--- src/rtl/dbg_link_master.sv ---
// rtl/dbg_link_master.sv - MIPS debug-link initiator: one command in, one response out (SCLK/CS/MOSI/step/continue)
// Optional second MISO capture with mismatch flag: define DBG_LINK_DOUBLE_SAMPLE_EN.
module dbg_link_master #(
    parameter int NB_BITS   = 32,
    parameter int NB_MOSI   = 25,
    parameter int NB_CS     = 4,
    parameter int SCLK_HALF = 4,
    parameter int SETUP_CYC = 2,
    parameter int STEP_CYC  = 4
) (
    input  logic               i_clk,
    input  logic               i_rst,
    input  logic [1:0]         i_cmd,
    input  logic [NB_CS-1:0]   i_cs,
    input  logic [NB_MOSI-1:0] i_wdata,
    input  logic               i_req_valid,
    output logic               o_req_ready,
    output logic [NB_BITS-1:0] o_rsp_data,
    output logic               o_rsp_err,
    output logic               o_rsp_valid,
    input  logic               i_rsp_ready,
    input  logic [NB_BITS-1:0] i_MISO,
    output logic [NB_MOSI-1:0] o_MOSI,
    output logic [NB_CS-1:0]   o_SPI_cs,
    output logic               o_SCLK,
    output logic               o_valid,
    output logic               o_continue
);

    localparam logic [1:0] CMD_XFER     = 2'd0;
    localparam logic [1:0] CMD_STEP     = 2'd1;
    localparam logic [1:0] CMD_CONT_SET = 2'd2;
    localparam logic [1:0] CMD_CONT_CLR = 2'd3;

    localparam int CNT_MAX_A = (SETUP_CYC > SCLK_HALF) ? SETUP_CYC : SCLK_HALF;
    localparam int CNT_MAX   = (CNT_MAX_A > STEP_CYC) ? CNT_MAX_A : STEP_CYC;
    localparam int CNT_W     = (CNT_MAX > 1) ? $clog2(CNT_MAX) : 1;

    typedef enum logic [3:0] {
        ST_IDLE,
        ST_SETUP,
        ST_SCLK_HI,
        ST_SCLK_LO,
        ST_SAMPLE,
        ST_SAMPLE2,
        ST_STEP_HI,
        ST_STEP_LO,
        ST_RESP
    } state_e;

    state_e             state_q, state_d;
    logic [CNT_W-1:0]   cnt_q, cnt_d;
    logic [NB_CS-1:0]   cs_q, cs_d;
    logic [NB_MOSI-1:0] mosi_q, mosi_d;
    logic               cont_q, cont_d;
    logic               sclk_q, sclk_d;
    logic               valid_q, valid_d;
    logic [NB_BITS-1:0] rsp_data_q, rsp_data_d;
    logic               rsp_err_q, rsp_err_d;
    logic               rsp_valid_q, rsp_valid_d;
    logic               req_ready_q, req_ready_d;
`ifdef DBG_LINK_DOUBLE_SAMPLE_EN
    logic [NB_BITS-1:0] cap_q, cap_d;
`endif

    logic accept;
    logic cnt_zero;

    assign accept   = i_req_valid && req_ready_q;
    assign cnt_zero = (cnt_q == '0);

    always_ff @(posedge i_clk or negedge i_rst) begin
        if (!i_rst) begin
            state_q <= ST_IDLE;
        end else begin
            state_q <= state_d;
        end
    end

    // Each timed state loads cnt with (duration - 1) on entry and leaves when it reaches zero.
    always_comb begin
        state_d = state_q;
        cnt_d   = cnt_q;
        case (state_q)
            ST_IDLE: begin
                if (accept) begin
                    case (i_cmd)
                        CMD_XFER: begin
                            state_d = ST_SETUP;
                            cnt_d   = CNT_W'(SETUP_CYC - 1);
                        end
                        CMD_STEP: begin
                            state_d = ST_STEP_HI;
                            cnt_d   = CNT_W'(STEP_CYC - 1);
                        end
                        default: state_d = ST_SAMPLE;
                    endcase
                end
            end
            ST_SETUP, ST_SCLK_HI, ST_SCLK_LO, ST_STEP_HI, ST_STEP_LO, ST_SAMPLE2: begin
                if (!cnt_zero) begin
                    cnt_d = cnt_q - CNT_W'(1);
                end else begin
                    case (state_q)
                        ST_SETUP: begin
                            state_d = ST_SCLK_HI;
                            cnt_d   = CNT_W'(SCLK_HALF - 1);
                        end
                        ST_SCLK_HI: begin
                            state_d = ST_SCLK_LO;
                            cnt_d   = CNT_W'(SCLK_HALF - 1);
                        end
                        ST_STEP_HI: begin
                            state_d = ST_STEP_LO;
                            cnt_d   = CNT_W'(STEP_CYC - 1);
                        end
                        ST_SAMPLE2: state_d = ST_RESP;
                        default:    state_d = ST_SAMPLE;
                    endcase
                end
            end
            ST_SAMPLE: begin
`ifdef DBG_LINK_DOUBLE_SAMPLE_EN
                state_d = ST_SAMPLE2;
                cnt_d   = CNT_W'(SCLK_HALF - 1);
`else
                state_d = ST_RESP;
`endif
            end
            ST_RESP: begin
                if (i_rsp_ready) begin
                    state_d = ST_IDLE;
                end
            end
            default: state_d = ST_IDLE;
        endcase
    end

    // Outputs are registered from the next state so they line up with the state they belong to.
    always_comb begin
        cs_d        = cs_q;
        mosi_d      = mosi_q;
        cont_d      = cont_q;
        rsp_data_d  = rsp_data_q;
        rsp_err_d   = rsp_err_q;
        sclk_d      = (state_d == ST_SCLK_HI);
        valid_d     = (state_d == ST_STEP_HI);
        rsp_valid_d = (state_d == ST_RESP);
        req_ready_d = (state_d == ST_IDLE);
        if (state_q == ST_IDLE && accept) begin
            case (i_cmd)
                CMD_XFER: begin
                    cs_d   = i_cs;
                    mosi_d = i_wdata;
                end
                CMD_CONT_SET: cont_d = 1'b1;
                CMD_CONT_CLR: cont_d = 1'b0;
                default: ;
            endcase
        end
`ifdef DBG_LINK_DOUBLE_SAMPLE_EN
        cap_d = cap_q;
        if (state_q == ST_SAMPLE) begin
            cap_d = i_MISO;
        end
        if (state_q == ST_SAMPLE2 && cnt_zero) begin
            rsp_data_d = i_MISO;
            rsp_err_d  = (i_MISO != cap_q);
        end
`else
        if (state_q == ST_SAMPLE) begin
            rsp_data_d = i_MISO;
        end
`endif
    end

    always_ff @(posedge i_clk or negedge i_rst) begin
        if (!i_rst) begin
            cnt_q       <= '0;
            cs_q        <= '0;
            mosi_q      <= '0;
            cont_q      <= 1'b0;
            sclk_q      <= 1'b0;
            valid_q     <= 1'b0;
            rsp_data_q  <= '0;
            rsp_err_q   <= 1'b0;
            rsp_valid_q <= 1'b0;
            req_ready_q <= 1'b0;
        end else begin
            cnt_q       <= cnt_d;
            cs_q        <= cs_d;
            mosi_q      <= mosi_d;
            cont_q      <= cont_d;
            sclk_q      <= sclk_d;
            valid_q     <= valid_d;
            rsp_data_q  <= rsp_data_d;
            rsp_err_q   <= rsp_err_d;
            rsp_valid_q <= rsp_valid_d;
            req_ready_q <= req_ready_d;
        end
    end

`ifdef DBG_LINK_DOUBLE_SAMPLE_EN
    always_ff @(posedge i_clk or negedge i_rst) begin
        if (!i_rst) begin
            cap_q <= '0;
        end else begin
            cap_q <= cap_d;
        end
    end
`endif

    assign o_req_ready = req_ready_q;
    assign o_rsp_data  = rsp_data_q;
    assign o_rsp_err   = rsp_err_q;
    assign o_rsp_valid = rsp_valid_q;
    assign o_MOSI      = mosi_q;
    assign o_SPI_cs    = cs_q;
    assign o_SCLK      = sclk_q;
    assign o_valid     = valid_q;
    assign o_continue  = cont_q;

endmodule

--- config.mk ---
export PLATFORM = sky130hd
export DESIGN_NAME = dbg_link_master
export DESIGN_NICKNAME = d
export VERILOG_FILES = /design/src/rtl/dbg_link_master.sv
export SDC_FILE = /design/constraint.sdc
export NUM_CORES = 1
export LEC_CHECK = 0
export CAP_MARGIN = 20
export CORE_MARGIN = 1
export CORE_UTILIZATION = 41
export DETAILED_ROUTE_END_ITERATION = 7
export GPL_TIMING_DRIVEN = 0
export PLACE_DENSITY = 0.9
export SETUP_SLACK_MARGIN = 0.4
export SYNTH_ARGS = -nofsm -noshare
export SYNTH_HDL_FRONTEND = slang
export SYNTH_SLANG_ARGS = --single-unit
export TNS_END_PERCENT = 50
--- constraint.sdc ---
create_clock -name i_clk -period 2.37 [get_ports i_clk]
set_input_delay 0.237 -clock i_clk [delete_from_list [all_inputs] [get_ports i_clk]]
set_output_delay 0.237 -clock i_clk [all_outputs]
set_load 0.02 [all_outputs]
==> summary.txt <==
Status
  • Outcome: complete, no violations

Drt
  • DRC Markers: 0
  • Routed Antenna Nets: 0
  • First-pass DRT Iterations: 4
  • Post-Route WL: 6319 um
  • DR vias: 2036
  • Initial DRC count: 45
  • WL/cell: 14.70 um
  • Via-per-instance ratio: 4.735

Yosys
  • Adder-cell area share of the yosys netlist: 0.4259%
  • Synth Area per Inst: 15.71 um2
  • Synth top area cells: dfrtp_1, mux2_2, mux2_4
  • Post-synthesis xor/xnor area fraction: 0%
  • Syn nets: 255
  • Distinct cells, synth: 33
  • Yosys reg bits: 72
  • Synth warn: 0
  • Seq/Total Area, Yosys: 61.33%
  • Post-synthesis cell count: 187
  • Yosys top cell area share: 61.33%
  • Main combinational cell family by area after synthesis: multiplexers
  • Largest area contributor in the netlist: dfrtp_1
  • Synth Area in Compound Gates: 2.981%
  • Synth Area in Simple Gates: 4.940%
  • Mux cell area share after synthesis: 27.34%
  • Mapped Area: 0.002938 mm2

Floorplan
  • I/O pins: 134
  • Core box area: 0.006869 mm2
  • Chip Height: 86.65 um
  • Die W: 86.65 um
  • DIE AREA: 0.007508 mm2
  • Cell Rows: 30
  • Starting density of the core: 42.77%

Pwr
  • PD cells: 1373 mW/mm2
  • VDD IR max: 0.7705 mV
  • Leakage: 1.973 nW

STA
  • Pins over their slew limit: 0
  • Fmax: 0.5518 GHz
  • Worst-margin pin slew: 882.6 ps
  • Worst setup margin: 557.8 ps
  • Tmin final: 1812 ps
  • Clk_skew: 9.266 ps
  • Tcrit/Tclk final: 76.46%
  • Final Hold Fails: 0
  • Number of setup violations in the final report: 0
  • Max_slew headroom: 41.16%
  • Unrepaired setup endpoints after global routing: no

Clock network
  • Cts bufs inserted: 9
  • Clock buffer depth: 2
  • Total number of H-tree levels: 3
  • Root Driver: clkbuf_8
  • CTS tree: done
  • Worst-Skew Late Latency: 330 ps
  • PostCTS Resize Cnt: 0
  • CTS clk-pin slew, worst paths: 80 ps
  • Hold_buf cts: 0
  • Post-CTS setup buffers: 0
  • CTS Sinks: 72

Cells and area
  • Ratio of cells with drive above 1 in the final layout: 23.95%
  • Layout Nets: 398
  • Area grow syn2layout: 55.54%
  • Antenna cells: 0
  • Fin cells: 430
  • Most frequent cells in the layout: clkdlybuf4s50_1, dfrtp_1, mux2_2
  • Commonest non-fill, non-tap cell in the layout: clkdlybuf4s50_1

Place
  • I/O Buffers: 132
  • Pre-CTS WS: 509.6 ps
  • Detailed Place HPWL: 4702 um
  • Placed cells: 415
  • RePlAce Congestion: 0.7692

Setup path
  • Crit end category: register
  • Worst EP arrival: 2030 ps
  • Critical path type: reg2reg
  • CP startpoint kind: register
  • Crit-path max FO: 10
  • CP required: 2590 ps

GRT
  • Met1 Use GR: 21.50%
  • Met2 Usage GRT: 29.15%
  • Grt total ovfl: 0
  • Vias in the first global route: 2104
  • Overall Global Routing Usage: 17.59%
  • Antenna violations before repair: 0
  • Global-route wire length before repair: 9963 um
  • Largest net degree at the start of global routing: 73
  • Met3 usage: 4.952%
  • Gr busiest metal: met2

Flow run
  • Maxcap violations: 0

Hold path
  • Hold crit path type: in2async
power breakdown:
part | switching (mW) | internal, mW | total [mW]
logic | 1.42 | 1.74 | 3.16
registers | 0.352 | 1.84 | 2.19
clock network | 0.438 | 0.480 | 0.918
stage by stage:
| stage | util [%] | TNS (ps) | total power [mW] | hold WS (ps) | cell area, um2 |
|---|---|---|---|---|---|
| 3_3_place_gp | 63.75 | -93660 | 5.285 | 466.5 | 4379 |
| 4_1_cts | 66.43 | 0 | 6.331 | 52.55 | 4563 |
| 6_report | 66.52 | 0 | 6.275 | 2.101 | 4569 |
| 5_1_grt | 66.52 | 0 | 6.627 | 95.82 | 4569 |
| 2_1_floorplan | - | 0 | 3.884 | -58.59 | 2938 |
| 3_5_place_dp | 63.72 | 0 | 5.393 | 424.4 | 4377 |
cell families (layout without fill, tap and decap cells):
| group | Yosys count | count (layout) |
|---|---|---|
| AO/OA/AOI/OAI | 13 | 13 |
| adder cells (fa/ha/maj) | 1 | 1 |
| multiplexers | 65 | 65 |
| AND/OR/NAND/NOR | 21 | 21 |
| flip-flops | 72 | 72 |
| buffers and inverters | 14 | 161 |
| other | 1 | 1 |
area by class of cell:
class	instances	area, um2
multi-input cells	101	1059
clock buffers	10	127.6
fillers	511	2300
flip-flops and latches	72	1802
inverters	6	22.52
clock inverters	5	58.81
repair buffers	132	1319
plain buffers	8	61.31
well taps	96	120.1
Yosys cell counts, drive strengths merged:
master / n
nor3: 2
nand4: 1
buf: 8
mux2i: 3
nor2: 4
o21ai: 1
o2111ai: 1
ha: 1
or2: 2
nor4b: 1
nor4: 2
conb: 1
and3b: 1
a21oi: 4
o21a: 3
mux2: 62
a211oi: 1
o32a: 1
nand2b: 4
a31oi: 1
nand2: 3
a21o: 1
nand3: 1
inv: 6
dfrtp: 72
sequential cells by signal, summed over array words and instances, names as in the netlist:
register     count
o_SPI_cs         4
o_rsp_valid      1
state_q          4
o_valid          1
cnt_q            2
o_req_ready      1
o_SCLK           1
o_rsp_data      32
o_MOSI          25
o_continue       1
layer usage:
layer	share of wire [%]	routed length, um	vias to the layer above
met2	49	3115	103
met4	1.7	106	0
met5	0	0	-
li1	-	-	945
met3	7.4	468	11
met1	42	2628	977
critical path: stages (launching register included):
cell     delay (ps)
dfrtp_1         500
nor4_4          400
nand2_2         110
nor2_4          170
buf_6           210
mux2_4          320
final timing paths:
path | startpoint | to | slack (ps) | depth (start not counted)
setup reg to reg | state_q[1] | o_MOSI[11] | 560 | 5
hold / removal | i_rst | o_continue | 2 | 1
setup / recovery | state_q[1] | o_MOSI[11] | 560 | 5
hold reg to reg | o_rsp_data[22] | o_rsp_data[22] | 490 | 1
min in group i_clk | o_rsp_data[22] | o_rsp_data[22] | 490 | 1
max in group asynchronous | i_rst | o_rsp_data[14] | 1770 | 1
(Power assumes the default switching activity.)
